`src/rtl/tdm_demux4_pkg.sv`:
```
// Shared definitions for the 4-slot TDM link.
// Slot numbering and FSM encodings used by both link ends.
package tdm_demux4_pkg;

  localparam int SLOTS  = 4;
  localparam int SLOT_W = 2;

  typedef enum logic {
    ST_HUNT   = 1'b0,
    ST_LOCKED = 1'b1
  } state_e;

endpackage

```
`src/rtl/tdm_demux4_slot_cnt2.sv`:
```
// 2-bit slot counter: enable, sync load, wraps 3 -> 0.
// Ports: clk, rst_n, en_i, ld_i, ld_val_i[1:0], cnt_o[1:0]; load beats enable.
module slot_cnt2
  import tdm_demux4_pkg::*;
(
  input  logic              clk,
  input  logic              rst_n,
  input  logic              en_i,
  input  logic              ld_i,
  input  logic [SLOT_W-1:0] ld_val_i,
  output logic [SLOT_W-1:0] cnt_o
);

  logic [SLOT_W-1:0] cnt_q;
  logic [SLOT_W-1:0] cnt_d;

  always_comb begin
    cnt_d = cnt_q;
    if (ld_i) cnt_d = ld_val_i;
    else if (en_i) cnt_d = cnt_q + 1'b1;
  end

  always_ff @(posedge clk or negedge rst_n) begin
    if (!rst_n) cnt_q <= '0;
    else        cnt_q <= cnt_d;
  end

  assign cnt_o = cnt_q;

endmodule

```
`src/rtl/tdm_demux4.sv`:
```
// 4-channel TDM demultiplexer with frame-sync lock and atomic frame update.
// Ports: clk, rst_n, in_valid/in_sync/in_data[W], out0..out3[W], out_valid, locked, sync_err.
module tdm_demux4
  import tdm_demux4_pkg::*;
#(
  parameter int W = 1
) (
  input  logic         clk,
  input  logic         rst_n,
  input  logic         in_valid,
  input  logic         in_sync,
  input  logic [W-1:0] in_data,
  output logic [W-1:0] out0,
  output logic [W-1:0] out1,
  output logic [W-1:0] out2,
  output logic [W-1:0] out3,
  output logic         out_valid,
  output logic         locked,
  output logic         sync_err
);

  state_e state_q, state_d;

  logic [SLOT_W-1:0] slot;
  logic              cnt_en;
  logic              cnt_ld;
  logic [SLOT_W-1:0] cnt_val;

  logic st0_we, st1_we, st2_we;
  logic done, err;

  logic [W-1:0] stg0_q, stg1_q, stg2_q;
  logic [W-1:0] o0_q, o1_q, o2_q, o3_q;
  logic         ov_q, err_q;

  slot_cnt2 u_slot (
    .clk      (clk),
    .rst_n    (rst_n),
    .en_i     (cnt_en),
    .ld_i     (cnt_ld),
    .ld_val_i (cnt_val),
    .cnt_o    (slot)
  );

  always_ff @(posedge clk or negedge rst_n) begin
    if (!rst_n) state_q <= ST_HUNT;
    else        state_q <= state_d;
  end

  always_comb begin
    state_d = state_q;
    cnt_en  = 1'b0;
    cnt_ld  = 1'b0;
    cnt_val = '0;
    st0_we  = 1'b0;
    st1_we  = 1'b0;
    st2_we  = 1'b0;
    done    = 1'b0;
    err     = 1'b0;
    if (in_valid) begin
      unique case (state_q)
        ST_HUNT: begin
          if (in_sync) begin
            state_d = ST_LOCKED;
            st0_we  = 1'b1;
            cnt_ld  = 1'b1;
            cnt_val = 2'd1;
          end
        end
        ST_LOCKED: begin
          if (in_sync) begin
            // early sync restarts the frame
            st0_we  = 1'b1;
            cnt_ld  = 1'b1;
            cnt_val = 2'd1;
            err     = (slot != 2'd0);
          end else begin
            unique case (slot)
              2'd0: begin
                err     = 1'b1;
                state_d = ST_HUNT;
                cnt_ld  = 1'b1;
                cnt_val = 2'd0;
              end
              2'd1: begin
                st1_we = 1'b1;
                cnt_en = 1'b1;
              end
              2'd2: begin
                st2_we = 1'b1;
                cnt_en = 1'b1;
              end
              2'd3: begin
                done   = 1'b1;
                cnt_en = 1'b1;
              end
              default: ;
            endcase
          end
        end
        default: ;
      endcase
    end
  end

  always_ff @(posedge clk or negedge rst_n) begin
    if (!rst_n) begin
      stg0_q <= '0;
      stg1_q <= '0;
      stg2_q <= '0;
      o0_q   <= '0;
      o1_q   <= '0;
      o2_q   <= '0;
      o3_q   <= '0;
      ov_q   <= 1'b0;
      err_q  <= 1'b0;
    end else begin
      if (st0_we) stg0_q <= in_data;
      if (st1_we) stg1_q <= in_data;
      if (st2_we) stg2_q <= in_data;
      if (done) begin
        o0_q <= stg0_q;
        o1_q <= stg1_q;
        o2_q <= stg2_q;
        o3_q <= in_data;
      end
      ov_q  <= done;
      err_q <= err;
    end
  end

  always_comb begin
    locked    = (state_q == ST_LOCKED);
    out_valid = ov_q;
    sync_err  = err_q;
    out0      = o0_q;
    out1      = o1_q;
    out2      = o2_q;
    out3      = o3_q;
  end

endmodule

```
`config.mk`:
```
export PLATFORM = sky130hd
export DESIGN_NAME = tdm_demux4
export DESIGN_NICKNAME = d
export VERILOG_FILES = /design/src/rtl/tdm_demux4_pkg.sv /design/src/rtl/tdm_demux4_slot_cnt2.sv /design/src/rtl/tdm_demux4.sv
export SDC_FILE = /design/constraint.sdc
export NUM_CORES = 1
export LEC_CHECK = 0
export ABC_CLOCK_PERIOD_IN_PS = 2260
export CAP_MARGIN = 10
export CORE_AREA = 2 2 39 41
export DETAILED_ROUTE_END_ITERATION = 10
export DIE_AREA = 0 0 41 43
export PLACE_DENSITY = 0.72
export REMOVE_ABC_BUFFERS = 1
export SLEW_MARGIN = 10
export SYNTH_ARGS = -nofsm -noshare
export SYNTH_HDL_FRONTEND = slang
export SYNTH_SLANG_ARGS = --single-unit
export TNS_END_PERCENT = 1
```
`constraint.sdc`:
```
create_clock -name clk -period 2.26 [get_ports clk]
set_clock_uncertainty 0.05 [all_clocks]
set_input_delay 0.452 -clock clk [delete_from_list [all_inputs] [get_ports clk]]
set_output_delay 0.452 -clock clk [all_outputs]
set_load 0.02 [all_outputs]
```
==> out/qor.txt, run 1 <==
# rows - 14
Initial Util - 43.85%
CTS resizes - 0
Crit-path max cell delay - 660 ps
Worst setup path class - reg -> out
Placed Cells incl. Taps - 74
Hold_sp - stg0_q
Die Ht - 43 µm
Min-delay worst type - reg -> reg
Drt total wl - 968 µm
# hold bufs at CTS - 0
Syn. warnings - 0
Routed len/inst - 12.57 µm
Hold endpoint - stg0_q
RSZ-0062 raised after global routing - false
Leak pwr - 0.0003856 µW
Clock root buffer - clkbuf_4
DIE WIDTH - 41 µm
R2r endpoint - u_slot.cnt_o[0]
Syn Inst Count - 48
Via count - 387
Async set or reset register ratio after synthesis - 100.0%
Commonest cells in the netlist - 12 x dfrtp_1, 6 x ha_1, 4 x inv_1, 4 x mux2_4, 4 x nand2_1
EDFF count, synth - 0
Maxcap violations - 0
Rel. slew slack - 66.01%
First-pass GRT wire length - 1.690 mm
Setup total negative slack - 0 ps
Layout cells sized above 1 - 19.67%
Hold Fails Final Rpt - 0
CP max FO - 10
Die ar. - 0.001763 mm²
Detailed-placement wirelength estimate - 784.8 µm
Number of port buffers - 11
Post-Syn Area per Cell - 12.64 µm²
R2R cell count - 7
Clk_lat worst skew - 270 ps
Synth unique cells - 19
Hold Path Stages - 1
Max Clk Rate - 524.1 MHz
Total power - 811.4 µW
Grt total ovfl - 0
Placer Congestion - 0.7005
Count leader, synth - dfrtp_1
CTS buffer count - 3
Final setup viols - 0
Setup crit start kind - flop
Yosys reg bits - 12
Routed Antenna Nets - 0
Arrival @ worst endpoint - 1410 ps
GRT Util Overall - 15.13%
DRT iter0 DRCs - 5
P per Cell Area - 1084 mW/mm²
Boundary Pins - 12
Largest net degree at the start of global routing - 13
Cell Chain, Critical Path - clkdlybuf4s50_1
DRC viols - 0
Outcome - complete, no violations
CP Capture Type - output pin
1st-pass router iterations - 4
Peak supply drop - 0.0006317 V
R2R Setup Slk - 750 ps
Clock Tree Buf Depth - 2
Vias in the first global route - 370
Finished Cell Area - 748.2 µm²
Leading area contributor after synthesis - dfrtp_1
Slew Limit Fails - 0
Initial antenna violation count - 0
Period utilization - 84.43%
Top cells by area, synth - dfrtp_1 49%, ha_1 12%, mux2_4 9.9%
Final cell count without fillers - 77
Reg2Reg Launch Point - u_slot.cnt_o[0]
TritonCTS clock tree - done
# diodes - 0
Final #Nets - 74
Period minus WS final - 1908 ps
Mapped cell area - 606.8 µm²
Actual slew at the worst max-slew pin - 508.3 ps
Kind of cell adding the most delay to the critical path - buffers and inverters
Slowest-stage cell, CP - clkdlybuf4s50_1
Core ar. - 0.001384 mm²
Post-CTS Setup Bufs - 0
Crit path required time - 1760 ps
Clock sink count - 12
H-tree Lvls - 1
CTS clock-pin slew for the worst setup and hold paths - 60 ps
Area growth, synth to finish - 23.30%
Top cell type's share of synthesized area - 49.48%
Ys flop type - dfrtp_1
Area after DPL - 725.7 µm²
Worst path bufs/invs - 1
Seq/Total Area, Yosys - 49.48%
Vias per cell - 5.026
==> final cells by class <==
cell class,count,area (µm²)
multi-input combinational,29,269.0
tap,16,20.02
sequential,12,300.3
clock buffer,3,22.52
inverter,5,18.77
timing repair buffer,12,117.6
fill,140,635.6
==> worst max path at each step <==
stage | depth (start not counted) | to | from | slack, ps
floorplan | 7 | u_slot.cnt_o[0] | u_slot.cnt_o[0] | 880
global placement | 6 | u_slot.cnt_o[0] | in_sync | 350
detailed placement | 6 | u_slot.cnt_o[0] | in_sync | 330
CTS | 1 | locked | locked | 330
global route | 1 | locked | locked | 260
finish | 1 | locked | locked | 350
==> stage by stage <==
step	utilization (%)	hold WS (ps)	setup WS (ps)
after floorplan	-	106.4	882.9
after global placement	52.44	424.4	347.9
after detailed placement	52.44	434.5	328.7
after CTS	54.07	449.7	333.3
after global routing	54.07	462.4	264.9
final	54.07	443.1	352.0
==> sequential cells by signal (all words and copies together) (netlist names) <==
signal / count
u_slot.cnt_o: 2
locked: 1
out0: 1
out1: 1
out2: 1
out3: 1
out_valid: 1
stg0_q: 1
stg1_q: 1
stg2_q: 1
sync_err: 1
==> layout by cell type, fill, tap and decap left out <==
master            n
and3_2            1
nand2_4           1
buf_4             1
inv_2             1
dfrtp_1          12
a21oi_1           2
a41oi_1           1
inv_1             4
nand4_1           2
mux2_1            3
nand2_1           4
ha_1              6
clkbuf_4          3
o21ai_0           1
and3b_2           1
nand2b_1          1
a31oi_1           1
clkdlybuf4s50_1  11
a21o_1            1
mux2_4            4
==> where the power goes <==
group / switching (µW) / internal, µW
logic: 149 / 179
registers: 66.7 / 292
clock network: 62.8 / 61.6
==> kinds of logic after synthesis <==
kind of cell	Yosys count	share of synthesized area, %
buf+inv	7	6.185
fa+ha+maj	6	12.37
simple gates	10	10.31
compound gates	6	6.186
flops	12	49.48
mux	7	15.46
==> metal layers <==
metal | global-route usage (%) | routed length, µm | vias to the layer above
met5 | 0 | 0 | -
met2 | 20.00 | 467 | 13
li1 | - | - | 189
met1 | 19.33 | 418 | 181
met4 | 12.00 | 27 | 0
met3 | 4.712 | 55 | 4
No activity file was read; power rests on OpenSTA's default activity.
==> run 2: changes to the inputs <==
ABC_CLOCK_PERIOD_IN_PS = 1670   (was 2260)
CORE_AREA = unset   (was 2 2 39 41)
CORE_UTILIZATION = 43   (was unset)
DIE_AREA = unset   (was 0 0 41 43)
PLACE_DENSITY = 0.71   (was 0.72)
clock period = 1.67 ns   (was 2.26 ns; I/O delays follow)
==> out/qor.txt, run 2 (synthesized netlist as in run 1, its figures left out) <==
Outcome - complete, no violations
Final setup viols - 0
# rows - 13
Switching power - 394.5 µW
TritonCTS clock tree - done
Number of port buffers - 11
Grt total ovfl - 0
Crit path depth - 1
Final cell count without fillers - 79
Via count - 394
Leak pwr - 0.0004130 µW
Number of flip-flops in the largest register - 2
Die Ht - 39.57 µm
Sw Share - 34.79%
CTS buffer count - 3
Kind of cell adding the most delay to the critical path - buffers and inverters
Vias per cell - 4.987
Routed Antenna Nets - 0
Area of the multi-input gates - 269.0 µm²
Slowest-stage cell, CP - clkdlybuf4s50_1
Die ar. - 0.001565 mm²
Clock sink count - 12
Area growth, synth to finish - 27.22%
Reg2Reg Launch Point - u_slot.cnt_o[0]
GRT Util Overall - 19.12%
Detailed-placement wirelength estimate - 787.7 µm
Clock Tree Buf Depth - 2
R2R Setup Slk - 120 ps
Actual slew at the worst max-slew pin - 514.5 ps
Commonest non-fill, non-tap cell in the layout - dfrtp_1
Placer Congestion - 0.6768
Min-delay worst type - in -> async
Layout cells sized above 1 - 23.44%
Max Clk Rate - 613.8 MHz
Hold Fails Final Rpt - 0
P per Cell Area - 1469 mW/mm²
DIE WIDTH - 39.57 µm
Finished Cell Area - 772.0 µm²
Int Power - 739.5 µW
Area after DPL - 747.0 µm²
Period minus WS final - 1629 ps
Slew Limit Fails - 0
DRC viols - 0
Fin Hold WS - 351.0 ps
CP Capture Point - locked
Clock power share - 15.2%
CTS clock-pin slew for the worst setup and hold paths - 70 ps
Period utilization - 97.55%
Worst setup path class - reg -> out
CP Capture Type - output pin
# diodes - 0
Initial Util - 46.63%
Largest net degree at the start of global routing - 13
Vias in the first global route - 409
Maxcap violations - 0
RSZ-0062 raised after global routing - false
Seq pwr share - 41.3%
Arrival @ worst endpoint - 1250 ps
Routed len/inst - 12.86 µm
Clock root buffer - clkbuf_4
First-pass GRT wire length - 1.835 mm
Combinational Power Share - 43.5%
1st-pass router iterations - 3
Crit-path max cell delay - 610 ps
Final #Nets - 77
H-tree Lvls - 1
Cell Chain, Critical Path - clkdlybuf4s50_1
Crit. Startpoint - locked
Most frequent cells in the layout - 12 x dfrtp_1, 10 x clkdlybuf4s50_1, 6 x ha_1
Drt total wl - 1.016 mm
CP max FO - 2
Placed Cells incl. Taps - 76
Core ar. - 0.001301 mm²
R2R cell count - 7
Crit path required time - 1290 ps
Peak supply drop - 0.0008156 V
Initial antenna violation count - 0
Total power - 1134 µW
Rel. slew slack - 65.59%
Clk_lat worst skew - 270 ps
FILL cells - 117
Setup crit start kind - flop
Worst path bufs/invs - 1
R2r endpoint - u_slot.cnt_o[0]
Fin util - 59.33%
Flip-flop and latch area - 300.3 µm²
Boundary Pins - 12
DRT iter0 DRCs - 1
run 2: changes by cell type in the layout (fill, tap and decap cells not counted), sizes merged:
| cell | before | now |
|---|---|---|
| clkdlybuf4s50 | 11 | 10 |
| buf | 1 | 4 |
| dlymetal6s2s | 0 | 1 |
run 2: timing repair:
item / in CTS / in global routing
gates resized for setup: 0 / 1
hold buffers: 0 / 0
buffers inserted: 0 / 0
setup endpoints to repair: 0 / 1
run 2: cell type report:
type	count	area share (%)
Tap cell	15	2.431
Clock buffer	3	2.917
Multi-Input combinational cell	29	34.85
Sequential cell	12	38.90
Inverter	5	2.431
Timing Repair Buffer	15	18.48
run 2: how the worst min path moves through the flow:
stage | start | to | depth (start not counted)
6_report | rst_n | out2 | 1
3_5_place_dp | stg1_q | stg1_q | 1
5_1_grt | rst_n | out3 | 1
2_1_floorplan | rst_n | locked | 0
4_1_cts | rst_n | out2 | 1
3_3_place_gp | stg1_q | stg1_q | 1
run 2: routing by layer:
metal	global-route usage, %	share of wire [%]	up-vias
met5	0	0	-
li1	-	-	196
met2	29.10	47	14
met1	22.06	44	179
met3	5.114	5.7	5
met4	15.52	3.1	0
run 2: metrics by stage:
| step | setup TNS (ps) | setup slack (ps) |
|---|---|---|
| CTS | 0 | 27.39 |
| floorplan | 0 | 292.9 |
| detailed placement | -76.82 | -37.50 |
| global placement | 0 | 6.214 |
| global route | 0 | 0.6599 |
| finish | 0 | 40.92 |
run 2: power by group through the flow:
stage | clock [µW] | sequential [µW] | combinational (µW)
after CTS | 180 | 471 | 506
final | 172 | 468 | 493
after global placement | 0 | 469 | 489
after global routing | 193 | 483 | 552
after detailed placement | 0 | 473 | 501
after floorplan | 0 | 542 | 208
